`config.mk`:
```
export PLATFORM = sky130hd
export DESIGN_NAME = ula_ctrl
export DESIGN_NICKNAME = d
export VERILOG_FILES = /design/src/rtl/ula_ctrl.sv
export SDC_FILE = /design/constraint.sdc
export NUM_CORES = 1
export LEC_CHECK = 0
export CORE_AREA = 2 2 88 90
export DETAILED_ROUTE_END_ITERATION = 10
export DIE_AREA = 0 0 90 92
export SYNTH_ARGS = -nofsm -noshare
export SYNTH_HDL_FRONTEND = slang
export SYNTH_SLANG_ARGS = --single-unit
```
`constraint.sdc`:
```
create_clock -name clk -period 1.75 [get_ports clk]
set_clock_uncertainty 0.1 [all_clocks]
set_input_delay 0.35 -clock clk [delete_from_list [all_inputs] [get_ports clk]]
set_output_delay 0.35 -clock clk [all_outputs]
set_load 0.005 [all_outputs]
```
`src/rtl/ula_ctrl.sv`:
```
// -----------------------------------------------------------------------------
// ula_ctrl
//   Multi-cycle sequencer for one register-to-register ALU instruction at a
//   time. It reads two source registers from an 8-entry register file, hands
//   the operands and opcode to the ULA, then writes the ULA result back to the
//   destination register. Each instruction takes the sequence
//   IDLE -> READ -> EXEC -> WRITE -> IDLE, so throughput is one instruction
//   every four cycles.
//
// Optional feature:
//   ULA_CTRL_IMM_EN - adds instr_use_imm / instr_imm. When use_imm is set,
//                     operand B comes from the immediate instead of rd2 and
//                     ra2 is driven 0.
//
// Ports:
//   clk, reset            clock (rising edge), synchronous active-high reset
//   instr_valid/ready     instruction handshake (ready only in IDLE)
//   instr_op/rd/rs1/rs2   opcode, destination and source register indices
//   ra1, ra2 / rd1, rd2   register file read addresses / combinational data
//   wa3, wd3, we3         register file write port
//   alu_a, alu_b, alu_op  ULA operands and opcode (opcode not decoded here)
//   alu_y                 combinational ULA result
//   result                last written-back value
//   done                  one-cycle pulse in the write-back cycle
// -----------------------------------------------------------------------------
`timescale 1ns/1ps

module ula_ctrl #(
  parameter int DataWidth = 8,
  parameter int AddrWidth = 3,
  parameter int OpWidth   = 3
) (
  input  logic                 clk,
  input  logic                 reset,
  input  logic                 instr_valid,
  output logic                 instr_ready,
  input  logic [OpWidth-1:0]   instr_op,
  input  logic [AddrWidth-1:0] instr_rd,
  input  logic [AddrWidth-1:0] instr_rs1,
  input  logic [AddrWidth-1:0] instr_rs2,
`ifdef ULA_CTRL_IMM_EN
  input  logic                 instr_use_imm,
  input  logic [DataWidth-1:0] instr_imm,
`endif
  output logic [AddrWidth-1:0] ra1,
  output logic [AddrWidth-1:0] ra2,
  input  logic [DataWidth-1:0] rd1,
  input  logic [DataWidth-1:0] rd2,
  output logic [AddrWidth-1:0] wa3,
  output logic [DataWidth-1:0] wd3,
  output logic                 we3,
  output logic [DataWidth-1:0] alu_a,
  output logic [DataWidth-1:0] alu_b,
  output logic [OpWidth-1:0]   alu_op,
  input  logic [DataWidth-1:0] alu_y,
  output logic [DataWidth-1:0] result,
  output logic                 done
);

  typedef enum logic [1:0] {
    IDLE  = 2'd0,
    READ  = 2'd1,
    EXEC  = 2'd2,
    WRITE = 2'd3
  } state_e;

  state_e state_q, state_d;

  // Instruction fields latched at acceptance.
  logic [OpWidth-1:0]   op_q;
  logic [AddrWidth-1:0] rd_q;
`ifdef ULA_CTRL_IMM_EN
  logic                 use_imm_q;
  logic [DataWidth-1:0] imm_q;
`endif

  // Registered outputs.
  logic [AddrWidth-1:0] ra1_q, ra2_q, wa3_q;
  logic [DataWidth-1:0] wd3_q, alu_a_q, alu_b_q, result_q;
  logic [OpWidth-1:0]   alu_op_q;
  logic                 we3_q, done_q;

  // Operand B source, resolved at acceptance time for the read address and
  // in READ for the captured value.
  logic [AddrWidth-1:0] ra2_sel;
  logic [DataWidth-1:0] b_sel;

`ifdef ULA_CTRL_IMM_EN
  assign ra2_sel = instr_use_imm ? '0 : instr_rs2;
  assign b_sel   = use_imm_q ? imm_q : rd2;
`else
  assign ra2_sel = instr_rs2;
  assign b_sel   = rd2;
`endif

  // Ready is the one combinational output: it must already be low in the
  // cycles where reset is held, before any edge has cleared the state.
  assign instr_ready = (state_q == IDLE) && !reset;

  // NOTE: every variable assigned in always_comb gets a default first, so no
  // path through the block can leave it unassigned and infer a latch.
  always_comb begin
    state_d = state_q;
    unique case (state_q)
      IDLE:    if (instr_valid) state_d = READ;
      READ:    state_d = EXEC;
      EXEC:    state_d = WRITE;
      WRITE:   state_d = IDLE;
      default: state_d = IDLE;
    endcase
  end

  // NOTE: sequential state uses non-blocking assignments so every register
  // samples pre-edge values, independent of statement order.
  always_ff @(posedge clk) begin
    if (reset) begin
      state_q   <= IDLE;
      op_q      <= '0;
      rd_q      <= '0;
`ifdef ULA_CTRL_IMM_EN
      use_imm_q <= 1'b0;
      imm_q     <= '0;
`endif
      ra1_q     <= '0;
      ra2_q     <= '0;
      wa3_q     <= '0;
      wd3_q     <= '0;
      alu_a_q   <= '0;
      alu_b_q   <= '0;
      alu_op_q  <= '0;
      result_q  <= '0;
      we3_q     <= 1'b0;
      done_q    <= 1'b0;
    end else begin
      state_q <= state_d;
      // Write strobes are single-cycle: only the EXEC branch raises them.
      we3_q   <= 1'b0;
      done_q  <= 1'b0;

      unique case (state_q)
        IDLE: begin
          // instr_ready is 1 whenever reset is low in IDLE.
          if (instr_valid) begin
            op_q  <= instr_op;
            rd_q  <= instr_rd;
            // Read addresses are loaded here so they are valid throughout READ.
            ra1_q <= instr_rs1;
            ra2_q <= ra2_sel;
`ifdef ULA_CTRL_IMM_EN
            use_imm_q <= instr_use_imm;
            imm_q     <= instr_imm;
`endif
          end
        end
        READ: begin
          // Operand registers double as the ULA operand outputs in EXEC.
          alu_a_q  <= rd1;
          alu_b_q  <= b_sel;
          alu_op_q <= op_q;
        end
        EXEC: begin
          result_q <= alu_y;
          wd3_q    <= alu_y;
          wa3_q    <= rd_q;
          // Register 0 is hardwired; the cycle still completes with done.
          we3_q    <= (rd_q != '0);
          done_q   <= 1'b1;
        end
        WRITE: begin
          // Outputs hold; the register file commits at the end of this cycle.
        end
        default: begin
        end
      endcase
    end
  end

  assign ra1    = ra1_q;
  assign ra2    = ra2_q;
  assign wa3    = wa3_q;
  assign wd3    = wd3_q;
  assign we3    = we3_q;
  assign alu_a  = alu_a_q;
  assign alu_b  = alu_b_q;
  assign alu_op = alu_op_q;
  assign result = result_q;
  assign done   = done_q;

endmodule

```
### Yosys cells after proc, flatten, opt, wreduce, memory -nomap -nowiden

Cells that the tools add are included.

| cells by class | value |
|---|---|
| equal/unequal tests | 4 |
| reduce and logical (&&, ||, !) cells | 6 |
| muxes and demuxes | 3 |
| bitwise operators | 1 |

Operators by type and width:

| operator | count |
|---|---|
| one-hot mux 2 bit (4 select lines) | 1 |
| equality test 2 bit, second input constant | 2 |
| nonzero test 3 bit | 1 |
| equality test 2 x 1 -> 1 bit, second input constant | 1 |
| zero test 2 bit | 1 |
| 2-to-1 mux 2 bit | 1 |
| inequality test 2 bit, second input constant | 1 |
| AND reduction 2 bit | 1 |
| OR reduction 2 bit | 1 |
| logical AND 1 bit | 1 |
| zero test 1 bit | 1 |
| 2-to-1 mux 1 bit | 1 |
| NOT 1 bit | 1 |

| storage, ports and cells | value |
|---|---|
| logic and storage cells | 26 |
| bits in registers | 46 |
| output and inout bits | 47 |
| bits of input ports | 39 |

### Logic depth before layout (Yosys ltp)

Gate-level depths: netlist of the first run.

| logic depth | value |
|---|---|
| depth after elaboration | 3 |
| gate-level depth with buffers | 6 |
| mapped depth without buffers | 5 |

### Worst setup path before layout of the first run

Ideal clock, no wire load.

| timing | value |
|---|---|
| path kind | reg2reg |
| start point | register state_q[1] |
| end point | register alu_a_q[0], in the netlist alu_a[0] |
| arrival | 1066 ps |
| stages on the path, launching flop included | 7 |
| period minus slack after synthesis | 1283 ps |
| setup slack | 467 ps |
| path buffers | 2 |
| required time | 1533 ps |
| library setup time | 117 ps |
| cell sequence | dfxtp_1 -> inv_1 -> ha_1 -> buf_6 -> buf_12 -> mux2i_1 -> nor2_1 |

| on the way | value |
|---|---|
| cells in the longest elaborated chain, start to end | 1 |

Ends and longest elaborated chain:

| element | line | RTL |
|---|---|---|
| start, declared | 67 | `state_e state_q, state_d;` |
| start signal, assigned | 135 | `state_q <= state_d;` |
| equality test 2 x 1 -> 1 bit | 140 | `unique case (state_q)` |
| end signal, assigned | 157 | `alu_a_q <= rd1;` |
| end, declared | 79 | `logic [DataWidth-1:0] wd3_q, alu_a_q, alu_b_q, result_q;` |

Every way passes these cells.
A chain may end at the register's enable or synchronous reset.

### Worst setup path in the final report of the first run

| timing | value |
|---|---|
| start point | register state_q[0] |
| end point | output port instr_ready |

| on the way | value |
|---|---|
| cells in the longest elaborated chain, start to end | 2 |

Ends and longest elaborated chain:

| element | line | RTL |
|---|---|---|
| zero test 2 bit | 98 | `assign instr_ready = (state_q == IDLE) && !reset;` |
| logical AND 1 bit | 98 |  |
| end, declared | 36 | `output logic instr_ready,` |

Every way passes these cells.

==> flow_summary.ini, run 1 <==
[sta]
worst-slew-pin-transition_ns = 0.499
post-route-period-util_pct = 93.3
drv_slew = 0
rsz0062_at_grt = no
setup_violations = 0
fin_setup_tns_ns = 0
max_freq_mhz = 612
final.min_clock_period_ns = 1.63
relSlewSlack_pct = 66.7
finalHoldViolCount = 0

[synth]
synthesis.nets = 223
synth_common_cells = dfxtp_1 (46), nor2_1 (33), mux2i_1 (31)
yosys.cell_count.top_type = dfxtp_1
postSynthCellCount = 179
avgSynthCellArea_um2 = 9.88
async_reset_ff_share_pct = 0
synth_warnings = 0
synth.largest_area_cell = dfxtp_1
syn_area_um2 = 1770
ys_types = 18
synth_top_area_share_pct = 52.1
synth-edff-count = 0
ys.flop_type = dfxtp_1
ys_ff_latch = 46
synth-seq-area-share_pct = 52.1
synth_area_leaders = dfxtp_1 (52%), mux2i_1 (18%), nor2_1 (7.0%)

[place]
gp_congestion = 0.645
dpl.hpwl_um = 2780
io_buffers = 85
dpl-instance-area_um2 = 2660

[cells_and_area]
design_area_um2 = 2820
fillers = 781
area_growth_pct = 59.3
nNetsFinal = 303
layout-drive-gt1-share_pct = 8.46
antennaDiodeCount = 0

[worst_hold_path]
worstHoldEndpoint = ra1[0]$_SDFFE_PP0P_
hold_class = reg2reg
holdPathStages = 2
worstHoldStart = ra1[0]$_SDFFE_PP0P_

[worst_setup_path]
r2r-start = state_q[0]$_SDFFE_PP0P_
r2r_setup_slack_ns = 0.34
criticalPathCategory = reg2out
critPathArrivalTime_ns = 1.18
crit_path_end_kind = output port
path_max_fanout = 3
start_kind = flop
required_ns = 1.30
reg2regPathDepth = 6
r2r-end = ra2[2]$_SDFFE_PP0P_

[die]
io_pins = 86
rows = 32
start_util_pct = 23.8
die_w_um = 90
fp.dieH_um = 92
die_area_um2 = 8280
coreArea_um2 = 7450

[power]
power_mw = 3.68
p_leak_nw = 1.06
p_per_area_nw_per_um2 = 1310
vdd_ir_drop_max_uv = 772

[grt]
grt_max_degree = 47
gr-total-overflow = 0
antenna_found_initial = 0
track_usage_pct = 9.85
grt_pass1_wl_um = 6490
grt_pass1_vias = 1368

[clocking]
ctsHoldBuffers = 0
htreeDepth = 2
root_buffer = clkbuf_8
insertion_delay_ns = 0.29
cts_buffer_depth = 2
numCtsBuffers = 5
clock-sinks = 46
clk_pin_slew_ns = 0.09
post_cts_buffers = 0
cts_tree = yes

[detailed_routing]
routed_via_density = 3.95
num_vias = 1429
ant_nets = 0
drtIter0Drc = 32
wl_per_cell_um = 11.2
drc = 0
drt_wl_total_um = 4040
first_pass_iters = 4

[status]
run_status = finished, final reports clean

[job]
cap_violations = 0
-- power by group --
group          total, mW  internal [mW]  switching [mW]
logic               1.36          0.802           0.555
clock network      0.969          0.609           0.360
registers           1.36           1.25           0.106
-- final cells by class --
cell class | instances | area, µm² | share of cell area [%]
clock buffer | 6 | 82.6 | 2.93
clock inverter | 2 | 60.1 | 2.13
inverter | 2 | 7.51 | 0.266
multi-input combinational | 113 | 713 | 25.3
sequential | 46 | 923 | 32.8
tap | 102 | 128 | 4.53
timing repair buffer | 91 | 903 | 32.1
-- sequential cells by signal, indices dropped and copies added (netlist names) --
name and flops:
ra1 3, op_q 3, ra2 3, done 1
wa3 3, state_q 2, result 8, alu_a 8
alu_b 8, alu_op 3, we3 1, rd_q 3
-- critical path: stages, from the launching register on --
cell and delay (ns):
dfxtp_2 0.35, inv_2 0.05, ha_4 0.15, nor2b_2 0.14
clkdlybuf4s15_1 0.19
-- through the flow --
step	utilization (%)	cells	setup WS, ns	hold slack, ns
global route	37.8	362	0.0508	0.388
CTS	37.6	362	0.0230	0.360
detailed placement	35.7	354	0.106	0.350
floorplan	-	179	0.467	0.336
finish	37.8	362	0.117	0.359
global placement	35.7	354	0.129	0.341
-- placed cells by master (no fill, tap or decap) --
cell type | synthesis | routed
and2_4 | 1 | 1
a21oi_1 | 12 | 12
clkdlybuf4s15_1 | 0 | 1
buf_12 | 1 | 1
bufinv_16 | 0 | 2
nand2_1 | 25 | 25
dfxtp_1 | 46 | 44
buf_4 | 8 | 5
mux2i_1 | 31 | 31
a211oi_1 | 1 | 1
clkbuf_8 | 0 | 6
nor2b_1 | 2 | 1
nor2_1 | 33 | 33
clkdlybuf4s50_1 | 0 | 83
inv_2 | 0 | 2
nor3b_1 | 1 | 1
dfxtp_2 | 0 | 2
nor2b_2 | 0 | 1
nor3_1 | 1 | 1
ha_1 | 5 | 4
nand2b_1 | 1 | 1
buf_2 | 5 | 1
ha_4 | 0 | 1
-- routing by layer --
metal  track usage (%)  vias up  part of all wire (%)
met5                 0        -                     0
met4              3.85        0                   2.0
met3              3.86        8                   8.3
met2              15.7       61                    43
met1              12.0      629                    46
li1                  -      731                     -
-- cells by family after synthesis --
family | share of synthesized area, %
buffers and inverters | 8.49
AOI/OAI and AO/OA | 3.82
adders and majority gates | 3.54
muxes | 17.5
and+or+nand+nor | 14.6
DFF | 52.1
-- how the worst max path moves through the flow --
stage               depth (start not counted)               startpoint                     to
floorplan                                   6  state_q[1]$_SDFFE_PP0P_  alu_a[0]$_SDFFE_PP0N_
CTS                                         4  state_q[0]$_SDFFE_PP0P_            instr_ready
detailed placement                          4  state_q[1]$_SDFFE_PP0P_            instr_ready
finish                                      4  state_q[0]$_SDFFE_PP0P_            instr_ready
global placement                            4  state_q[1]$_SDFFE_PP0P_            instr_ready
global route                                4  state_q[0]$_SDFFE_PP0P_            instr_ready
-- repair_timing --
action	CTS	global route
endpoints found under the setup margin	1	1
cloned	0	0
resized for setup	4	5
Note: power is estimated with default switching activity, not from simulation.
==> inputs of run 2 (changes only) <==
- CORE_AREA: 2 2 88 90 -> 3 3 89 91
- DIE_AREA: 0 0 90 92 -> 0 0 92 94
- PLACE_DENSITY: not set -> 0.54
- REMOVE_ABC_BUFFERS: not set -> 1
==> flow_summary.ini, run 2 (synthesis gave the netlist of run 1 again) <==
[cells_and_area]
area_growth_pct = 54.5
layout-drive-gt1-share_pct = 7.34
antennaDiodeCount = 0
nNetsFinal = 303
final_core_util_pct = 37.9
final_common_cell = clkdlybuf4s50_1
fillers = 762
final_cell_mix = clkdlybuf4s50_1 (83), dfxtp_1 (44), nor2_1 (33)

[sta]
finalHoldViolCount = 0
worst-slew-pin-transition_ns = 0.513
rsz0062_at_grt = no
fin_setup_tns_ns = 0
fin_hold_ws_ns = 0.356
final.min_clock_period_ns = 1.62
post-route-period-util_pct = 92.4
drv_slew = 0
relSlewSlack_pct = 65.8
max_freq_mhz = 618
setup_violations = 0

[place]
gp_congestion = 0.659
dpl.hpwl_um = 2900
io_buffers = 85

[clocking]
clock-sinks = 46
clk_pin_slew_ns = 0.08
numCtsBuffers = 5
htreeDepth = 2
ctsHoldBuffers = 0
cts_tree = yes
cts_buffer_depth = 2
insertion_delay_ns = 0.29
root_buffer = clkbuf_8

[detailed_routing]
ant_nets = 0
drtIter0Drc = 19
num_vias = 1421
wl_per_cell_um = 11.6
drt_wl_total_um = 4160
first_pass_iters = 4
routed_via_density = 3.97
drc = 0

[status]
run_status = finished, final reports clean

[die]
die_area_um2 = 8650
fp.dieH_um = 94
io_pins = 86
rows = 31
coreArea_um2 = 7210
die_w_um = 92
start_util_pct = 24.5

[worst_hold_path]
hold_class = reg2reg

[worst_setup_path]
start_kind = flop
critical-path-max-stage-delay_ns = 0.52
crit_path_end_kind = output port
crit_slowest_cell = clkdlybuf4s50_1
criticalPathCategory = reg2out
crit_buf_inv = 1
critPathArrivalTime_ns = 1.17
crit_chain = clkdlybuf4s50_1
critical_path.top_delay_family = buffers and inverters
required_ns = 1.30
path_max_fanout = 3

[grt]
grt_pass1_wl_um = 6780
grt_max_degree = 47
antenna_found_initial = 0
gr-total-overflow = 0
grt_pass1_vias = 1452
track_usage_pct = 9.71

[power]
p_per_area_nw_per_um2 = 1200
power.share.clock_pct = 18.3
p_leak_nw = 1.02
seq_power_share_pct = 41.1
vdd_ir_drop_max_uv = 590
power_mw = 3.29
p_switching_uw = 985
swShare_pct = 29.9
p_comb_share_pct = 40.7
p_int_mw = 2.31

[job]
cap_violations = 0
==> run 2: changes by cell type in the layout (fill, tap and decap cells not counted) <==
cell,change
nor2b_1,+1
inv_1,+2
bufinv_16,-2
clkdlybuf4s15_1,-1
inv_2,-2
nor2b_2,-1
clkbuf_2,+1
ha_2,+1
ha_4,-1
clkinv_2,+2
clkbuf_8,-1
==> run 2: what timing repair did <==
item                       CTS  global route
gates resized for setup      2             4
setup endpoints to repair    1            11
setup buffers                1             0
==> run 2: metal layers <==
layer | vias up | global-route usage, % | wire length, µm
li1 | 727 | - | -
met5 | - | 0 | 0
met1 | 631 | 11.8 | 1950
met3 | 5 | 4.25 | 383
met2 | 58 | 15.7 | 1800
met4 | 0 | 2.60 | 33
==> run 2: final cells by class <==
class | instances | area [µm²] | share of cell area (%)
clock buffer | 5 | 68.8 | 2.52
clock inverter | 2 | 10.0 | 0.366
inverter | 2 | 7.51 | 0.275
multi-input combinational | 113 | 701 | 25.6
sequential | 46 | 923 | 33.8
tap | 99 | 124 | 4.53
timing repair buffer | 91 | 898 | 32.9
==> run 2: metrics by stage <==
stage | setup slack [ns] | std cells | instance area (µm²)
finish | 0.133 | 358 | 2730
global route | 0.0737 | 358 | 2730
CTS | 0.000532 | 358 | 2730
detailed placement | 0.0639 | 350 | 2650
global placement | 0.0622 | 350 | 2650
floorplan | 0.106 | 161 | 1630
==> run 2: final timing paths <==
kind | startpoint | endpoint | slack (ns) | cells after the start
hold reg to reg | op_q[1]$_SDFFE_PP0P_ | op_q[1]$_SDFFE_PP0P_ | 0.36 | 2
setup reg to reg | state_q[1]$_SDFFE_PP0P_ | ra1[1]$_SDFFE_PP0P_ | 0.29 | 6
setup / recovery | result[1]$_SDFFE_PP0N_ | wd3[1] | 0.13 | 1
hold / removal | op_q[1]$_SDFFE_PP0P_ | op_q[1]$_SDFFE_PP0P_ | 0.36 | 2
==> run 2: power by group through the flow <==
stage	logic, mW	registers [mW]	clock network, mW
floorplan	0.631	1.39	0
global placement	1.35	1.37	0
detailed placement	1.35	1.38	0
CTS	1.37	1.35	0.645
global route	1.48	1.38	0.680
finish	1.34	1.35	0.601
==> inputs of run 3 (changes only) <==
- PLACE_DENSITY: 0.54 -> 0.55
- clock period: 1.75 -> 1.35 ns (I/O delays scaled with it)
==> flow_summary.ini, run 3 (synthesis gave the netlist of run 1 again) <==
[grt]
gr-total-overflow = 0
antenna_found_initial = 0
grt_pass1_vias = 1410
grt_max_degree = 47
grt_pass1_wl_um = 6840
track_usage_pct = 9.86

[status]
violations = setup timing
run_status = finished with violations

[cells_and_area]
final_core_util_pct = 40.4
antennaDiodeCount = 0
fillers = 762
final_common_cell = dlygate4sd2_1
layout-drive-gt1-share_pct = 23.4
design_area_um2 = 2910
nNetsFinal = 312
final_cell_mix = dlygate4sd2_1 (43), clkdlybuf4s50_1 (37), nor2_1 (33)
area_growth_pct = 64.7

[sta]
post-route-period-util_pct = 106
rsz0062_at_grt = yes
fin_hold_ws_ns = 0.355
worst-slew-pin-transition_ns = 0.499
finalHoldViolCount = 0
setup_violations = 1
relSlewSlack_pct = 66.7
worst_slack_ns = -0.0769
max_freq_mhz = 701
drv_slew = 0
final.min_clock_period_ns = 1.43

[worst_setup_path]
crit_buf_inv = 2
critPathArrivalTime_ns = 1.06
crit_chain = inv_2, ha_4, nor2b_4, buf_2
critical-path-max-stage-delay_ns = 0.34
r2r_setup_slack_ns = 0.01
crit_slowest_cell = dfxtp_2
required_ns = 0.98
reg2regPathDepth = 6
crit_path_end_kind = output port
path_max_fanout = 2
start_kind = flop
critical_path.top_delay_family = flip-flops
criticalPathCategory = reg2out
r2r-start = state_q[1]$_SDFFE_PP0P_
r2r-end = alu_a[5]$_SDFFE_PP0N_

[worst_hold_path]
worstHoldStart = ra1[2]$_SDFFE_PP0P_
holdPathStages = 2
worstHoldEndpoint = ra1[2]$_SDFFE_PP0P_
hold_class = reg2reg

[power]
p_per_area_nw_per_um2 = 1620
vdd_ir_drop_max_uv = 572
p_leak_nw = 1.32
power_mw = 4.72

[detailed_routing]
wl_per_cell_um = 11.6
drt_wl_total_um = 4280
ant_nets = 0
drtIter0Drc = 39
drc = 0
first_pass_iters = 3
routed_via_density = 3.99
num_vias = 1467

[clocking]
clock-sinks = 46
cts_tree = yes
root_buffer = clkbuf_8
numCtsBuffers = 5
htreeDepth = 2
ctsHoldBuffers = 0
clk_pin_slew_ns = 0.08
cts_buffer_depth = 2
insertion_delay_ns = 0.29

[die]
start_util_pct = 24.5
die_area_um2 = 8650
io_pins = 86
coreArea_um2 = 7210
die_w_um = 92
rows = 31
fp.dieH_um = 94

[place]
pre_cts_ws_ns = -0.203
dpl.hpwl_um = 2830
io_buffers = 85
gp_congestion = 0.656
dpl-instance-area_um2 = 2700

[job]
cap_violations = 0
## run 3: changes by cell type in the layout (fill, tap and decap cells not counted), moves of 3 or more
cell | previous run | this run
buf_4 | 5 | 9
clkdlybuf4s50_1 | 83 | 37
dfxtp_1 | 44 | 20
dfxtp_2 | 2 | 26
dlygate4sd2_1 | 0 | 43
ha_4 | 0 | 3
## run 3: report_power, final
part | switching, mW | leakage [nW] | internal [mW] | total [mW]
Sequential | 0.128 | 0.387 | 1.64 | 1.77
Clock | 0.444 | 0.0482 | 0.414 | 0.857
Combinational | 0.844 | 0.886 | 1.25 | 2.09
## run 3: per-layer routing
layer / GRT usage (%) / vias up / part of all wire [%]
li1: - / 751 / -
met1: 12.0 / 650 / 46
met2: 16.1 / 60 / 45
met3: 4.09 / 6 / 8.1
met4: 2.60 / 0 / 0.98
met5: 0 / - / 0
## run 3: through the flow
| step | cells | setup TNS, ns |
|---|---|---|
| global placement | 354 | -0.490 |
| CTS | 367 | -0.126 |
| global route | 368 | -0.748 |
| finish | 368 | -0.0769 |
| floorplan | 161 | -6.09 |
| detailed placement | 354 | -0.853 |
## run 3: final cells by class
cell class | instances | area [µm²] | share of cell area, %
repair buffers | 100 | 980 | 33.6
clock buffers | 7 | 86.3 | 2.96
flip-flops and latches | 46 | 953 | 32.7
multi-input cells | 113 | 758 | 26.0
inverters | 2 | 7.51 | 0.258
clock inverters | 1 | 5.00 | 0.172
well taps | 99 | 124 | 4.25
## run 3: worst max-delay path by stage
stage	start	to	slack, ns	depth (start not counted)
detailed placement	state_q[0]$_SDFFE_PP0P_	instr_ready	-0.20	4
finish	state_q[1]$_SDFFE_PP0P_	instr_ready	-0.08	4
CTS	state_q[1]$_SDFFE_PP0P_	instr_ready	-0.13	4
global placement	state_q[0]$_SDFFE_PP0P_	instr_ready	-0.20	4
global route	state_q[1]$_SDFFE_PP0P_	instr_ready	-0.14	4
floorplan	state_q[1]$_SDFFE_PP0P_	alu_a[0]$_SDFFE_PP0N_	-0.29	4
## run 3: tightest hold or removal path, stage by stage (launching register included)
cell and delay, ns:
dfxtp_2 0.32, nand2_1 0.05, a21oi_1 0.05
## run 3: what timing repair did
action / 4_1_cts / 5_1_grt
pin swaps: 2 / 1
gates cloned: 2 / 1
setup buffers: 3 / 0
endpoints found under the setup margin: 56 / 19
resized for setup: 88 / 9
